## src/rtl/swt_debounce.sv

```systemverilog
// swt_debounce: two-flop synchroniser plus per-bit stability counter for slide switches; optional CHG strobe under SWT_DEBOUNCE_CHG_EN.
// Latency: SWT_OUT follows a held input DEBOUNCE_CYCLES+1 edges after the first edge that samples it.
// Backpressure: none; free-running, every bit is evaluated on every clock.
module swt_debounce #(
   parameter int WIDTH           = 4,
   parameter int DEBOUNCE_CYCLES = 1000000,
   parameter int CNT_W           = 20
) (
   input  logic             CLK,
   input  logic             RST,
   input  logic [WIDTH-1:0] SWT_IN,
   output logic [WIDTH-1:0] SWT_OUT,
   output logic             BUSY,
   output logic [WIDTH-1:0] CHG
);

   localparam logic [CNT_W-1:0] cnt_max = CNT_W'(DEBOUNCE_CYCLES - 1);

   logic [WIDTH-1:0] s1;
   logic [WIDTH-1:0] s2;
   logic [WIDTH-1:0] upd;
   logic [WIDTH-1:0] pend;
   logic [CNT_W-1:0] cnt [WIDTH];

   always_ff @(posedge CLK or posedge RST) begin
      if (RST) begin
         s1 <= '0;
         s2 <= '0;
      end else begin
         s1 <= SWT_IN;
         s2 <= s1;
      end
   end

   // A bit commits once its counter has seen DEBOUNCE_CYCLES consecutive mismatches.
   always_comb begin
      upd  = '0;
      pend = '0;
      for (int i = 0; i < WIDTH; i++) begin
         upd[i]  = (s2[i] != SWT_OUT[i]) && (cnt[i] == cnt_max);
         pend[i] = (cnt[i] != '0);
      end
   end

   always_ff @(posedge CLK or posedge RST) begin
      if (RST) begin
         SWT_OUT <= '0;
         for (int i = 0; i < WIDTH; i++) begin
            cnt[i] <= '0;
         end
      end else begin
         for (int i = 0; i < WIDTH; i++) begin
            if (s2[i] == SWT_OUT[i] || upd[i]) begin
               cnt[i] <= '0;
            end else begin
               cnt[i] <= cnt[i] + CNT_W'(1);
            end
            if (upd[i]) begin
               SWT_OUT[i] <= s2[i];
            end
         end
      end
   end

   assign BUSY = |pend;

`ifdef SWT_DEBOUNCE_CHG_EN
   always_ff @(posedge CLK or posedge RST) begin
      if (RST) begin
         CHG <= '0;
      end else begin
         CHG <= upd;
      end
   end
`else
   assign CHG = '0;
`endif

endmodule

```

## config.mk

```make
export PLATFORM = sky130hd
export DESIGN_NAME = swt_debounce
export DESIGN_NICKNAME = d
export VERILOG_FILES = /design/src/rtl/swt_debounce.sv
export SDC_FILE = /design/constraint.sdc
export NUM_CORES = 1
export LEC_CHECK = 0
export ABC_AREA = 1
export BUFFER_PORTS_ARGS = -buffer_cell sky130_fd_sc_hd__buf_2
export CAP_MARGIN = 20
export CELL_PAD_IN_SITES_DETAIL_PLACEMENT = 0
export CELL_PAD_IN_SITES_GLOBAL_PLACEMENT = 1
export CORE_MARGIN = 1
export CORE_UTILIZATION = 50
export DETAILED_ROUTE_END_ITERATION = 10
export PLACE_DENSITY_LB_ADDON = 0.1
export SLEW_MARGIN = 20
export SYNTH_ARGS = -nofsm -noshare
export SYNTH_HDL_FRONTEND = slang
export SYNTH_SLANG_ARGS = --single-unit
```

## constraint.sdc

```tcl
create_clock -name CLK -period 8.6 [get_ports CLK]
set_input_delay 2.58 -clock CLK [delete_from_list [all_inputs] [get_ports CLK]]
set_output_delay 2.58 -clock CLK [all_outputs]
set_load 0.1 [all_outputs]
```

# Word level (Yosys, flattened, before mapping)
# Cells that the tools add are included.
# totals
ff_bits	92
inputBits	6
out_inout_bits	9
elab_cells	43
# op_classes
n_addsub	4
eq_ne	12
n_mux	4
n_reduce_logical	13
# op_table
cell	count
$add 20x1->20 const B	4
$eq 20x20->1 const B	4
$mux 20	4
$reduce_bool 20->1	4
$eq 1x1->1	4
$logic_and 1x1->1	4
$logic_or 1x1->1	4
$ne 1x1->1	4
$reduce_or 4->1	1

# Depth between registers and ports, before layout
# depth
word_depth	4
ltp_mapped	9
depth_no_buf	9

# Least setup slack after synthesis
# OpenSTA, ideal clock, no wires.
# synth_path
path_type	register -> output
from	register cnt[60] (netlist bit)
to	output BUSY
t_arrival_ns	1.799
required_ns	6.020
slack_ns	4.221
path_stages_with_launch	7
n_path_buf	0
path_cell_list	dfrtp_1 -> inv_1 -> ha_1 -> nand4_1 -> or2_2 -> nor2_1 -> nand3_1
# synth_via
elab_chain_cells	2
# synth_lines
item	line	text
start: declaration	23	logic [CNT_W-1:0] cnt [WIDTH];
start signal: indexed assignment	56	cnt[i] <= cnt[i] + CNT_W'(1);
$reduce_bool 20->1	41	pend[i] = (cnt[i] != '0);
$reduce_or 4->1	65	assign BUSY = |pend;
end: declaration	13	output logic BUSY,
# No other way between the ends.

# Worst setup path after layout
# layout_path
from	register cnt[32] (netlist bit)
to	output BUSY
# The elaborated chain is that of the path after synthesis.

==> impl_metrics.toml <==
[critical_path]
cpPeakStageDelay_ns = 0.44
endpoint_kind = "primary output"
crit_family = "simple AND/OR/NAND/NOR gates"
critPathBufInv = 2
critical_path_arrival_ns = 2.09
crit_path_frequent_cell = "nand3_1"
critical_path.cell_chain = "inv_1, nand2_1, nor3_1, nand3_1, nor2_1, nand3_1, buf_2"
worstRegToRegCells = 6
reg2reg_from = "cnt[32]$_DFF_PP0_"
start_kind = "register"
crit_slowest_cell = "nor3_1"
critical_path_class = "register to primary output"
crit_required_ns = 6.02
r2r_end = "cnt[29]$_DFF_PP0_"
crit_fanout = 4
r2r_setup_slack_ns = 6.91
crit_cells = 7

[layout]
fillers = 1048
num-nets-final = 758
drive_above_1_share_pct = 7.08
layout_commonest_cell = "nor2_1"
diodes = 0
fin_cells = 885
syn2layout_area_growth_pct = 8.11
final_cell_mix = "nor2_1 (192), nand2_1 (179), dfrtp_1 (92)"

[detailed_routing]
routed_wl_um = 11600
met3_length_um = 496
met2_wirelength_um = 5290
routed_via_density = 5.03
drcViolationCount = 0
top_layer_used = "met4"
drt-initial-drc-count = 208
ant_nets = 0
vias = 4449
dr.pass1.iters = 5
avgRoutedWirePerCell_um = 13.1
met1_length_um = 5550

[place]
dpl.cell_count = 869
post-place-ws_ns = 4.34
place_congestion = 0.930
dp_hpwl_um = 8590
port_buffers = 10

[synthesis]
seq_area_frac_synth_pct = 43.7
synth.avg_cell_area_um2 = 7.23
syn_inst = 728
ys_ff_latch = 92
synthesis.area_mm2 = 0.00526
ys_warn_count = 0
synthDistinctLibCells = 26

[sta]
rsz0062_at_grt = "false"
relSlewSlack_pct = 41.8
tns_ns = 0
setup_viol = 0
period_minus_slack_ns = 4.67
finalCritPeriodShare_pct = 54.3
hold_violations = 0
setup_slack_ns = 3.93
drv_slew = 0
skew_ns = 0.0138
fmax_ghz = 0.214
worstMarginPinSlew_ns = 0.873

[clocking]
clk_latency_ns = 0.38
numCtsBuffers = 9
clkTransAtPathRegs_ns = 0.09
cts_num_sinks = 92
cts-root-buf = "clkbuf_8"
cts_tree = "done"
htree_num_levels = 3
post_cts_resized = 0
cts_buffer_depth = 2
postCtsHoldBufs = 0
cts_setup_buffers = 0

[die]
die_y_um = 105
pin_count = 15
initial_utilization_pct = 51.2
die_area_mm2 = 0.0109
core_area_mm2 = 0.0103
die_width_um = 105
placement_rows = 37

[worst_hold_path]
hp-start = "s1[3]$_DFF_PP0_"
hold_class = "register to register"
hold_depth = 0
hold_end = "s2[3]$_DFF_PP0_"

[grt]
grt_pass1_vias = 4477
grt_pass1_wl_um = 20500
grt_usage_pct = 23.5
antenna_found_initial = 0
overflow = 0
grt_max_degree = 69

[power_and_ir_drop]
swShare_pct = 23.0
p_int_uw = 681
ir_drop_uv = 170
pwr-share-comb_pct = 5.4
finalPower_uw = 884
power.net_switching_uw = 203
cellLeakagePower_uw = 0.00261
seq_power_share_pct = 50.3
p_per_area_mw_per_mm2 = 155
clkPwrFrac_pct = 44.3

[run_status]
status = "complete, no violations"

[flow_run]
drv_cap = 0
worst max path at each step:
stage / from / endpoint / slack (ns)
after global placement: cnt[32]$_DFF_PP0_ / BUSY / 4.47
after CTS: cnt[32]$_DFF_PP0_ / BUSY / 3.91
after floorplan: RST / SWT_OUT[0]$_DFFE_PP0P_ / 3.63
after detailed placement: cnt[32]$_DFF_PP0_ / BUSY / 4.34
after global routing: cnt[32]$_DFF_PP0_ / BUSY / 3.81
final: cnt[32]$_DFF_PP0_ / BUSY / 3.93
cell usage after synthesis (all sizes together):
cell type	number	area (um2)
nand3	57	305
and2	1	6.26
or2	2	12.5
buf	9	86.3
nand2	186	726
dfrtp	92	2300
nor2	204	806
o21ai	14	70.1
inv	85	319
o21bai	2	15.0
xor2	30	263
xnor2	8	70.1
a21oi	4	20.0
nand4	22	138
nor3	3	20.0
ha	8	100
conb	1	3.75
sequential cells by signal (all words and copies together), names as in the netlist:
name / flops
cnt: 80
SWT_OUT: 4
s1: 4
s2: 4
through the flow:
stage	hold slack, ns	utilization, %	area (um2)
3_5_place_dp	0.339	52.7	5420
6_report	0.355	55.4	5690
2_1_floorplan	0.331	-	5270
4_1_cts	0.360	55.4	5690
5_1_grt	0.366	55.4	5690
3_3_place_gp	0.332	52.7	5420
power groups by stage:
| stage | logic, uW | registers (uW) | clock network (uW) |
|---|---|---|---|
| global route | 54.2 | 446 | 418 |
| floorplan | 41.5 | 452 | 0 |
| global placement | 48.2 | 453 | 0 |
| CTS | 49.3 | 445 | 402 |
| finish | 47.4 | 445 | 392 |
| detailed placement | 49.1 | 454 | 0 |
metal layers:
metal | vias to the layer above | track usage [%]
met2 | 96 | 36.3
met1 | 2067 | 32.5
met4 | 0 | 9.56
met3 | 20 | 4.37
li1 | 2266 | -
met5 | - | 0
area by class of cell:
| cell class | instances | area [um2] | area share (%) |
|---|---|---|---|
| Timing Repair Buffer | 11 | 57.6 | 1.01 |
| Tap cell | 136 | 170 | 2.99 |
| Multi-Input combinational cell | 545 | 2570 | 45.1 |
| Clock inverter | 6 | 134 | 2.35 |
| Clock buffer | 10 | 138 | 2.42 |
| Inverter | 85 | 322 | 5.65 |
| Sequential cell | 92 | 2300 | 40.5 |
cells by family (layout without fill, tap and decap cells):
kind of cell | Yosys count | count (layout) | synth area share [%]
xor gates and xnor gates | 38 | 38 | 6.32
other | 1 | 4 | 0.0713
adders and majority gates | 8 | 8 | 1.90
buffers and inverters | 94 | 112 | 7.70
and+or+nand+nor | 475 | 475 | 38.3
AOI/OAI and AO/OA | 20 | 20 | 2.00
DFF | 92 | 92 | 43.7
No activity file was read; power rests on OpenSTA's default activity.
